$ cat config.mk
export PLATFORM = sky130hd
export DESIGN_NAME = usart_tx_core
export DESIGN_NICKNAME = d
export VERILOG_FILES = /design/src/rtl/usart_tx_pkg.sv /design/src/rtl/usart_tx_fifo.sv /design/src/rtl/usart_tx_core.sv
export SDC_FILE = /design/constraint.sdc
export NUM_CORES = 1
export LEC_CHECK = 0
export BUFFER_PORTS_ARGS = -buffer_cell sky130_fd_sc_hd__buf_2
export CORE_MARGIN = 5
export CORE_UTILIZATION = 39
export CTS_CLUSTER_DIAMETER = 150
export DETAILED_ROUTE_END_ITERATION = 8
export HOLD_SLACK_MARGIN = 0.06
export SETUP_SLACK_MARGIN = 0.15
export SYNTH_ARGS = -nofsm -noshare
export SYNTH_HDL_FRONTEND = slang
export SYNTH_SLANG_ARGS = --single-unit
$ cat constraint.sdc
create_clock -name i_txclk -period 5.6 [get_ports i_txclk]
set_input_delay 0.56 -clock i_txclk [delete_from_list [all_inputs] [get_ports i_txclk]]
set_output_delay 0.56 -clock i_txclk [all_outputs]
set_load 0.1 [all_outputs]
$ cat src/rtl/usart_tx_pkg.sv
// -----------------------------------------------------------------------------
// usart_tx_pkg
// Shared definitions for the USART transmitter slice:
//   - tx_state_e     : transmitter FSM states
//   - UPM_*          : parity-mode encodings of the i_upm input
//   - CHAR_LEN_MIN/MAX and clamp_len() : character-length limits and clamp
// -----------------------------------------------------------------------------
package usart_tx_pkg;

    typedef enum logic [2:0] {
        IDLE   = 3'd0,
        START  = 3'd1,
        DATA   = 3'd2,
        PARITY = 3'd3,
        STOP1  = 3'd4,
        STOP2  = 3'd5
    } tx_state_e;

    // 2'b01 is reserved and behaves exactly like UPM_NONE.
    localparam logic [1:0] UPM_NONE = 2'b00;
    localparam logic [1:0] UPM_EVEN = 2'b10;
    localparam logic [1:0] UPM_ODD  = 2'b11;

    localparam int unsigned CHAR_LEN_MIN = 5;
    localparam int unsigned CHAR_LEN_MAX = 9;

    // Clamp a requested character length into CHAR_LEN_MIN..max_len.
    function automatic logic [3:0] clamp_len(input logic [3:0] len,
                                             input logic [3:0] max_len);
        if (len < 4'(CHAR_LEN_MIN)) begin
            return 4'(CHAR_LEN_MIN);
        end else if (len > max_len) begin
            return max_len;
        end else begin
            return len;
        end
    endfunction

endpackage : usart_tx_pkg

$ cat src/rtl/usart_tx_fifo.sv
// -----------------------------------------------------------------------------
// usart_tx_fifo
// Transmit holding FIFO. Synchronous write and pop, head word always visible
// on o_rd_data. Full/empty flags are registered; a write while full is dropped
// and reported by a one-cycle o_wr_ovf pulse.
//   i_txclk   : clock
//   i_rst_n   : asynchronous active-low reset (empties the FIFO)
//   i_wr_en   : write strobe, accepted only when o_full is low
//   i_wr_data : word to store
//   i_rd_en   : pop strobe, honoured only when o_empty is low
//   o_rd_data : head word
//   o_full    : registered full flag
//   o_empty   : registered empty flag
//   o_wr_ovf  : one-cycle pulse after a dropped write
// -----------------------------------------------------------------------------
module usart_tx_fifo #(
    parameter int P_DATA_W     = 9,
    parameter int P_FIFO_DEPTH = 2
) (
    input  logic                i_txclk,
    input  logic                i_rst_n,
    input  logic                i_wr_en,
    input  logic [P_DATA_W-1:0] i_wr_data,
    input  logic                i_rd_en,
    output logic [P_DATA_W-1:0] o_rd_data,
    output logic                o_full,
    output logic                o_empty,
    output logic                o_wr_ovf
);

    localparam int ADDR_W = $clog2(P_FIFO_DEPTH);
    localparam int CNT_W  = ADDR_W + 1;

    logic [P_DATA_W-1:0] mem_q [P_FIFO_DEPTH];
    logic [ADDR_W-1:0]   wr_ptr_q;
    logic [ADDR_W-1:0]   rd_ptr_q;
    logic [CNT_W-1:0]    count_q;
    logic [CNT_W-1:0]    count_d;
    logic                full_q;
    logic                empty_q;
    logic                ovf_q;
    logic                wr_ok;
    logic                rd_ok;

    assign wr_ok = i_wr_en & ~full_q;
    assign rd_ok = i_rd_en & ~empty_q;

    always_comb begin
        // NOTE: every always_comb output gets a default first so no path leaves it unassigned and infers a latch.
        count_d = count_q;
        case ({wr_ok, rd_ok})
            2'b10:   count_d = count_q + 1'b1;
            2'b01:   count_d = count_q - 1'b1;
            default: count_d = count_q;
        endcase
    end

    // NOTE: sequential state uses non-blocking assignments so every register samples pre-edge values.
    always_ff @(posedge i_txclk or negedge i_rst_n) begin
        if (!i_rst_n) begin
            wr_ptr_q <= '0;
            rd_ptr_q <= '0;
            count_q  <= '0;
            full_q   <= 1'b0;
            empty_q  <= 1'b1;
            ovf_q    <= 1'b0;
        end else begin
            if (wr_ok) wr_ptr_q <= wr_ptr_q + 1'b1;
            if (rd_ok) rd_ptr_q <= rd_ptr_q + 1'b1;
            count_q <= count_d;
            full_q  <= (count_d == CNT_W'(P_FIFO_DEPTH));
            empty_q <= (count_d == '0);
            ovf_q   <= i_wr_en & full_q;
        end
    end

    // NOTE: storage has no reset; the pointers and count alone define which entries are valid.
    always_ff @(posedge i_txclk) begin
        if (wr_ok) mem_q[wr_ptr_q] <= i_wr_data;
    end

    assign o_rd_data = mem_q[rd_ptr_q];
    assign o_full    = full_q;
    assign o_empty   = empty_q;
    assign o_wr_ovf  = ovf_q;

endmodule : usart_tx_fifo

$ cat src/rtl/usart_tx_core.sv
// -----------------------------------------------------------------------------
// usart_tx_core
// Asynchronous-serial transmitter running at one bit time per clock. Frames
// are START, 5..P_DATA_W data bits LSB first, optional parity, one or two stop
// bits. Characters are queued in usart_tx_fifo; frames run back-to-back while
// the FIFO has data and the transmitter is enabled.
//   i_txclk    : bit-rate clock
//   i_rst_n    : asynchronous active-low reset
//   i_txen     : transmitter enable (sampled only at frame boundaries)
//   i_wr_en    : FIFO write strobe
//   i_wr_data  : character to send
//   i_char_len : data bits per frame (clamped to 5..P_DATA_W)
//   i_upm      : parity mode (00/01 none, 10 even, 11 odd)
//   i_usbs     : 0 = one stop bit, 1 = two stop bits
//   o_txd      : registered serial output, idle high
//   o_full     : FIFO full
//   o_empty    : FIFO empty
//   o_busy     : FSM not in IDLE
//   o_txc      : one-cycle transmit-complete pulse
//   o_wr_ovf   : one-cycle pulse after a dropped write
// -----------------------------------------------------------------------------
module usart_tx_core
    import usart_tx_pkg::*;
#(
    parameter int P_DATA_W     = 9,
    parameter int P_FIFO_DEPTH = 2
) (
    input  logic                i_txclk,
    input  logic                i_rst_n,
    input  logic                i_txen,
    input  logic                i_wr_en,
    input  logic [P_DATA_W-1:0] i_wr_data,
    input  logic [3:0]          i_char_len,
    input  logic [1:0]          i_upm,
    input  logic                i_usbs,
    output logic                o_txd,
    output logic                o_full,
    output logic                o_empty,
    output logic                o_busy,
    output logic                o_txc,
    output logic                o_wr_ovf
);

    tx_state_e           state_q, state_d;
    logic [P_DATA_W-1:0] shift_q, shift_d;
    logic [3:0]          bit_cnt_q, bit_cnt_d;
    logic                par_q, par_d;
    logic [1:0]          upm_q, upm_d;
    logic                usbs_q, usbs_d;
    logic                txd_q, txd_d;
    logic                txc_q, txc_d;

    logic                fifo_pop;
    logic                fifo_empty;
    logic [P_DATA_W-1:0] fifo_head;
    logic                frame_done;
    logic                start_frame;

    usart_tx_fifo #(
        .P_DATA_W     (P_DATA_W),
        .P_FIFO_DEPTH (P_FIFO_DEPTH)
    ) u_fifo (
        .i_txclk   (i_txclk),
        .i_rst_n   (i_rst_n),
        .i_wr_en   (i_wr_en),
        .i_wr_data (i_wr_data),
        .i_rd_en   (fifo_pop),
        .o_rd_data (fifo_head),
        .o_full    (o_full),
        .o_empty   (fifo_empty),
        .o_wr_ovf  (o_wr_ovf)
    );

    always_comb begin
        state_d     = state_q;
        shift_d     = shift_q;
        bit_cnt_d   = bit_cnt_q;
        par_d       = par_q;
        upm_d       = upm_q;
        usbs_d      = usbs_q;
        txc_d       = 1'b0;
        txd_d       = 1'b1;
        fifo_pop    = 1'b0;
        frame_done  = 1'b0;
        start_frame = 1'b0;

        case (state_q)
            IDLE:   start_frame = i_txen & ~fifo_empty;
            START:  state_d = DATA;
            DATA: begin
                // shift_q[0] is the bit on the line this cycle.
                par_d   = par_q ^ shift_q[0];
                shift_d = shift_q >> 1;
                if (bit_cnt_q == 4'd0) begin
                    state_d = (upm_q == UPM_EVEN || upm_q == UPM_ODD) ? PARITY : STOP1;
                end else begin
                    bit_cnt_d = bit_cnt_q - 4'd1;
                end
            end
            PARITY: state_d = STOP1;
            STOP1: begin
                if (usbs_q) state_d = STOP2;
                else        frame_done = 1'b1;
            end
            STOP2:  frame_done = 1'b1;
            default: state_d = IDLE;
        endcase

        if (frame_done) begin
            if (i_txen && !fifo_empty) begin
                start_frame = 1'b1;
            end else begin
                state_d = IDLE;
                txc_d   = 1'b1;
            end
        end

        // Popping latches the whole frame configuration; the bit counter
        // holds the effective length (minus one) for the rest of the frame.
        if (start_frame) begin
            fifo_pop  = 1'b1;
            state_d   = START;
            shift_d   = fifo_head;
            bit_cnt_d = clamp_len(i_char_len, 4'(P_DATA_W)) - 4'd1;
            par_d     = 1'b0;
            upm_d     = i_upm;
            usbs_d    = i_usbs;
        end

        // o_txd is registered, so it is driven from the state being entered.
        case (state_d)
            START:   txd_d = 1'b0;
            DATA:    txd_d = shift_d[0];
            PARITY:  txd_d = (upm_q == UPM_ODD) ? ~par_d : par_d;
            default: txd_d = 1'b1;
        endcase
    end

    always_ff @(posedge i_txclk or negedge i_rst_n) begin
        if (!i_rst_n) begin
            state_q   <= IDLE;
            shift_q   <= '0;
            bit_cnt_q <= '0;
            par_q     <= 1'b0;
            upm_q     <= UPM_NONE;
            usbs_q    <= 1'b0;
            txd_q     <= 1'b1;
            txc_q     <= 1'b0;
        end else begin
            state_q   <= state_d;
            shift_q   <= shift_d;
            bit_cnt_q <= bit_cnt_d;
            par_q     <= par_d;
            upm_q     <= upm_d;
            usbs_q    <= usbs_d;
            txd_q     <= txd_d;
            txc_q     <= txc_d;
        end
    end

    assign o_txd   = txd_q;
    assign o_empty = fifo_empty;
    assign o_busy  = (state_q != IDLE);
    assign o_txc   = txc_q;

endmodule : usart_tx_core

Yosys cells after proc, flatten, opt, wreduce, memory -nomap -nowiden

Memories as Yosys holds them, arrays and structs flattened.
Index checks and enable logic that the tools add are counted.

$add $sub $neg: 6
Magnitude comparators: 2
Eq/ne operators: 14
Muxes and demuxes: 30
Bitwise operators: 8
Reduce and logical (&&, ||, !) cells: 10

Operators with widths:

| operator                                             | count |
|---|---|
| two-way mux 4 bit                                    | 6 |
| two-way mux 3 bit                                    | 6 |
| two-way mux 9 bit                                    | 2 |
| case mux 3 bit (5 select lines)                      | 1 |
| equality test 3 x 2 -> 1 bit, second input constant  | 4 |
| two-way mux 1 bit                                    | 12 |
| equality test 2 bit, second input constant           | 4 |
| subtractor 4 x 1 -> 4 bit, second input constant     | 2 |
| equality test 3 x 1 -> 1 bit, second input constant  | 2 |
| equality test 3 bit, second input constant           | 2 |
| AND 1 bit                                            | 4 |
| greater-than comparator 4 bit, second input constant | 1 |
| zero test 4 bit                                      | 1 |
| < comparator 4 x 3 -> 1 bit, second input constant   | 1 |
| case mux 2 bit (2 select lines)                      | 1 |
| zero test 3 bit                                      | 1 |
| inverter 1 bit                                       | 3 |
| case mux 1 bit (3 select lines)                      | 1 |
| nonzero test 3 bit                                   | 1 |
| adder 1 bit, second input constant                   | 2 |
| adder 2 x 1 -> 2 bit, second input constant          | 1 |
| equality test 2 x 1 -> 1 bit, second input constant  | 1 |
| zero test 2 bit                                      | 1 |
| inequality test 2 bit, second input constant         | 1 |
| other kinds (9)                                      | 9 |

Flip-flop bits (word level): 29
RAM bits: 18
Output and inout port bits: 6
Word-level logic and storage cells: 86
Memories: 1

Memory list:

| memory       | depth | width | rd ports | clocked after memory_dff | wr ports | RTL line            | source |
|---|---|---|---|---|---|---|---|
| u_fifo.mem_q | 2     | 9     | 1        | 0                        | 1        | usart_tx_fifo.sv:34 | `logic [P_DATA_W-1:0] mem_q [P_FIFO_DEPTH];` |

Longest topological paths before layout

Depth after elaboration: 10
Mapped depth: 12
Depth with buffers taken out: 9

By module

A second synthesis with hierarchy kept.

Cell total of the unflattened synthesis: 164
Area, all modules: 2,070.7 µm²

By module, submodules not included:

| module        | times used | cells each | area an instance (µm²) | sequential area each (µm²) |
|---|---|---|---|---|
| usart_tx_core | 1          | 108        | 1,103.6                | 551.8 |
| usart_tx_fifo | 1          | 56         | 967.2                  | 716.9 |

Worst setup path before layout

No wires, ideal clock.

Path kind: reg-to-reg
Start: reg u_fifo.empty_q, in the netlist u_fifo.o_empty
End: reg bit_cnt_q[2]
Arrival time: 2.457 ns
Data required time: 5.473 ns
Path slack: 3.016 ns
Stages on the path, launching flop included: 11
Buffers on the path: 2
Period minus slack after synthesis: 2.584 ns
Cells stage by stage: dfstp_2 -> nand2b_1 -> a2111o_1 -> clkbuf_1 -> clkbuf_1 -> nor2_1 -> a21oi_1 -> ha_1 -> nand2_1 -> a211oi_1 -> a21oi_1

Longest elaborated chain between the ends: 7
Elaborated cells between the ends (all ways): 11
Those cells by class: eq/ne: 1; mux: 4; bitwise: 2; reduce/logical: 4

RTL lines:

| what                                                                  | RTL line             | source |
|---|---|---|
| start, declared                                                       | usart_tx_fifo.sv:40  | `logic empty_q;` |
| start signal, assigned                                                | usart_tx_fifo.sv:72  | `empty_q <= (count_d == '0);` |
| inverter 1 bit                                                        | usart_tx_core.sv:88  | `IDLE: start_frame = i_txen & ~fifo_empty;` |
| AND 1 bit                                                             | usart_tx_core.sv:88  |  |
| two-way mux 1 bit                                                     | usart_tx_core.sv:87  | `case (state_q)` |
| two-way mux 1 bit                                                     | usart_tx_core.sv:110 | `if (i_txen && !fifo_empty) begin` |
| two-way mux 1 bit *                                                   | usart_tx_core.sv:109 | `if (frame_done) begin` |
| inequality test 2 bit (no line) or nonzero test 2 bit (tied branches) | --                   |  |
| AND reduction 2 bit (no line)                                         | --                   |  |
| end signal, assigned                                                  | usart_tx_core.sv:152 | `bit_cnt_q <= bit_cnt_d;` |
| end, declared                                                         | usart_tx_core.sv:46  | `logic [3:0] bit_cnt_q, bit_cnt_d;` |

Every way passes the cells marked *; elsewhere a longest branch is shown, timed or not.
A chain may end at the register's enable or synchronous reset.

Worst setup path after layout

Start: reg state_q[0]
End: reg u_fifo.full_q, in the netlist u_fifo.o_full

Longest elaborated chain between the ends: 9
Elaborated cells between the ends (all ways): 13
Those cells by class: eq/ne: 5; mux: 6; bitwise: 1; reduce/logical: 1

RTL lines:

| what                                                                | RTL line             | source |
|---|---|---|
| start, declared                                                     | usart_tx_core.sv:44  | `tx_state_e state_q, state_d;` |
| start signal, assigned                                              | usart_tx_core.sv:150 | `state_q <= state_d;` |
| zero test 3 bit                                                     | usart_tx_core.sv:87  |  |
| two-way mux 1 bit                                                   | usart_tx_core.sv:87  |  |
| two-way mux 1 bit                                                   | usart_tx_core.sv:110 |  |
| two-way mux 1 bit *                                                 | usart_tx_core.sv:109 |  |
| two-way mux 1 bit *                                                 | usart_tx_core.sv:120 | `if (start_frame) begin` |
| AND 1 bit *                                                         | usart_tx_fifo.sv:46  | `assign rd_ok = i_rd_en & ~empty_q;` |
| equality test 2 x 1 -> 1 bit or equality test 2 bit (tied branches) | usart_tx_fifo.sv:51  | `case ({wr_ok, rd_ok})` |
| case mux 2 bit (2 select lines) *                                   | usart_tx_fifo.sv:51  |  |
| via u_fifo.count_d[1]                                               | usart_tx_fifo.sv:38  | `logic [CNT_W-1:0] count_d;` |
| equality test 2 bit *                                               | usart_tx_fifo.sv:71  | `full_q <= (count_d == CNT_W'(P_FIFO_DEPTH));` |
| end signal, assigned                                                | usart_tx_fifo.sv:71  |  |
| end, declared                                                       | usart_tx_fifo.sv:39  | `logic full_q;` |

The timed path passes the listed nets; every way through them passes the cells marked *.

==> reports/metrics.cfg <==
[setup_path]
path_buf_inv = 2
cp-start-kind = flop
critical-path-slowest-cell = a2111o_1
cp_top_family = compound AO/OA/AOI/OAI gates
arrival_ns = 2.78
max_stage_delay_ns = 0.68
critical_path.max_fanout = 20
crit_top_cell = nor2_1
critPathCaptureType = flop
cp_cell_sequence = nor2b_1, a2111o_1, inv_2, ha_1, nor2_1, xor2_1, inv_1, nor2_1
critPathKind = reg2reg
worstPathRequired_ns = 5.82

[clocking]
clkTransAtPathRegs_ns = 0.08
cts_setup_buffers = 0
cts_buffers = 5
cts_tree = yes
cts_sinks = 47
ctsHoldBuffers = 0
htreeDepth = 2
insertion_delay_ns = 0.28
clockBufferDepth = 2
post_cts_resized = 0
cts_root_buf = clkbuf_8

[route]
via_per_inst = 4.75
num_vias = 1212
drt-total-wl_mm = 3.20
drtIter0Drc = 55
drc = 0
drtAntennaViolNets = 0
firstDrtPassIters = 4
wl_per_cell_microns = 12.6

[global_routing]
grt_max_degree = 30
grt_pass1_wl_mm = 5.84
grt_pass1_vias = 1248
grt_overflow_total = 0
antenna_found_initial = 0
grt_util_all_layers = 0.115

[cells_and_area]
antennaDiodeCount = 0
fin_area_sq_mm = 0.00225
nets = 206
drive_gt1_frac = 0.200
utilization = 0.445
nFillCells = 458
area_growth_syn_to_layout_pct = 12.9

[synth]
synth-seq-area-share = 0.638
synth_warnings = 0
synthAdderAreaFrac = 0.0126
synth_top_family_by_area = simple AND/OR/NAND/NOR gates
synth_edf_count = 18
synthMuxAreaShare = 0.0711
yosys.area_share.simple = 0.129
yosys.area.top_type_share = 0.340
synth_compound_area_frac = 0.0830
synth_cell_types = 35
yosysTopAreaCell = dfrtp_1
synth_xor_xnor_area_share = 0.0352
syn_inst = 160
syn_avg_cell_area_sq_um = 12.4
netlist_area_sq_mm = 0.00199
ys_ff_latch = 47
async_reset_ff_frac = 0.617
ys_top_cells_by_area = dfrtp_1 34%, edfxtp_1 27%, mux2i_1 6.5%, nor2_1 4.0%, a221o_1 3.5%
ys.flop_type = dfrtp_1
synth_nets = 182

[floorplan]
initial_core_util = 0.395
die_area_sq_mm = 0.00663
fp-row-count = 26
die_y_microns = 81.4
fp.dieW_microns = 81.4
io_pins = 26
core-area_sq_mm = 0.00504

[timing]
timing.slew.headroom = 0.488
max_freq_mhz = 392
hold_viol_final = 0
tns_ns = 0
post-route-min-period_ns = 2.55
setup_violations = 0
post-route-period-util = 0.456
worst_slew_pin_slew_ns = 0.765
fin_worst_skew_ns = 0.00252
maxSlewViolCount = 0
rsz0062_at_grt = no

[power]
combPwrFrac = 0.415
p_leak_nw = 0.979
p_sw_frac = 0.410
seq_power_share = 0.443
p_int_mw = 0.785
p_per_area_mw_per_mm2 = 593
vdd_drop_max_mv = 0.216
clkPwrFrac = 0.142
p_sw_mw = 0.546

[run_status]
outcome = finished, final reports clean

[placement]
io_buffer_count = 25
place_area_sq_mm = 0.00216
gp_congestion = 0.828
dp_hpwl_mm = 2.32

[job]
maxCapViolations = 0

[worst_hold_path]
hold_class = in2async

## cell families (layout without fill, tap and decap cells)
| logic type | after synthesis | after routing |
|---|---|---|
| AND/OR/NAND/NOR | 53 | 53 |
| flip-flops | 47 | 47 |
| AO/OA/AOI/OAI | 22 | 22 |
| multiplexers | 14 | 14 |
| buffers and inverters | 14 | 39 |
| XOR/XNOR | 8 | 8 |
| adder cells (fa/ha/maj) | 2 | 2 |
## power groups by stage
stage               Combinational (mW)  Clock [mW]  Sequential (mW)
finish                           0.552       0.190            0.590
global route                     0.619       0.214            0.608
CTS                              0.559       0.200            0.591
detailed placement               0.560           0            0.597
global placement                 0.546           0            0.591
floorplan                        0.424           0            0.635
## layer usage
layer	track usage	up-vias	share of wire
met5	0	-	0
met4	0.0422	0	0.0025
met3	0.0340	2	0.053
met2	0.182	25	0.47
met1	0.149	574	0.48
li1	-	611	-
## synth_stat cells (2+ instances only)
master,number
dfrtp_1,27
nor2_1,21
edfxtp_1,18
mux2i_1,13
nand2_1,13
a221o_1,7
a21oi_1,6
clkbuf_1,5
inv_1,5
xnor2_1,5
nand2b_1,4
nor3_1,3
o21ai_0,3
xor2_1,3
buf_2,2
dfstp_2,2
ha_1,2
nand3b_1,2
nor2b_1,2
o22ai_1,2
## worst paths after layout
path,startpoint,endpoint,slack (ns),cells after the start
min reg2reg,u_fifo.count_q[1]$_DFF_PN0_,u_fifo.count_q[1]$_DFF_PN0_,0.50,1
max in group asynchronous,i_rst_n,state_q[1]$_DFF_PN0_,4.90,1
min in group i_txclk,i_wr_data[4],u_fifo.mem_q[0][4]$_DFFE_PP_,0.46,1
max reg2reg,state_q[0]$_DFF_PN0_,u_fifo.o_full$_DFF_PN0_,3.05,8
min,i_rst_n,state_q[2]$_DFF_PN0_,0.29,1
max,state_q[0]$_DFF_PN0_,u_fifo.o_full$_DFF_PN0_,3.05,8
## registers in the layout (all words and copies together) (netlist names)
name and cells:
bit_cnt_q 4, o_txc 1, o_txd 1, par_q 1, shift_q 9, state_q 3, u_fifo.count_q 2, u_fifo.mem_q 18
u_fifo.o_empty 1, u_fifo.o_full 1, u_fifo.o_wr_ovf 1, u_fifo.rd_ptr_q 1, u_fifo.wr_ptr_q 1, upm_q 2, usbs_q 1
## worst register-to-register path: stages (launching register included)
cell and delay [ns]:
dfrtp_1 0.49, nor2b_1 0.18, a2111o_1 0.68, inv_2 0.30, ha_1 0.29, nor2_1 0.14, xor2_1 0.26, inv_1 0.07
nor2_1 0.09
## metrics by stage
step | total power [mW] | setup slack, ns | std cells | hold slack (ns)
4_1_cts | 1.35 | 3.03 | 255 | 0.302
2_1_floorplan | 1.06 | 3.02 | 160 | 0.264
6_report | 1.33 | 3.05 | 255 | 0.289
5_1_grt | 1.44 | 2.83 | 255 | 0.326
3_3_place_gp | 1.14 | 3.12 | 247 | 0.466
3_5_place_dp | 1.16 | 3.00 | 247 | 0.488
## final cells by class
type,instances,area (sq um),area share
inverters,6,22.5,0.0100
well taps,70,87.6,0.0390
multi-input cells,99,658,0.293
clock inverters,3,15.0,0.00669
repair buffers,25,125,0.0557
flip-flops and latches,47,1270,0.565
clock buffers,5,68.8,0.0306
## layout by cell type, fill, tap and decap left out
cell         n
xnor2_1      5
mux2_2       1
and3_1       1
nor3_1       3
nand3b_1     2
inv_2        1
or3_1        1
o22ai_1      2
nor4_1       1
dfrtp_1     27
and2_1       1
o311a_1      1
clkinv_1     2
o21ai_0      3
edfxtp_1    18
nand2_1     13
nand3_1      1
xor2_1       3
a211oi_1     1
clkbuf_8     5
a211o_1      1
buf_2       25
inv_1        5
nand2b_1     4
mux2i_1     13
a221o_1      7
or3b_2       1
ha_1         2
dfstp_2      2
nor2b_1      2
nor2_1      21
a21oi_1      6
nor3b_2      1
nor4bb_1     1
clkinvlp_4   1
a2111o_1     1
No activity file was read; power rests on OpenSTA's default activity.
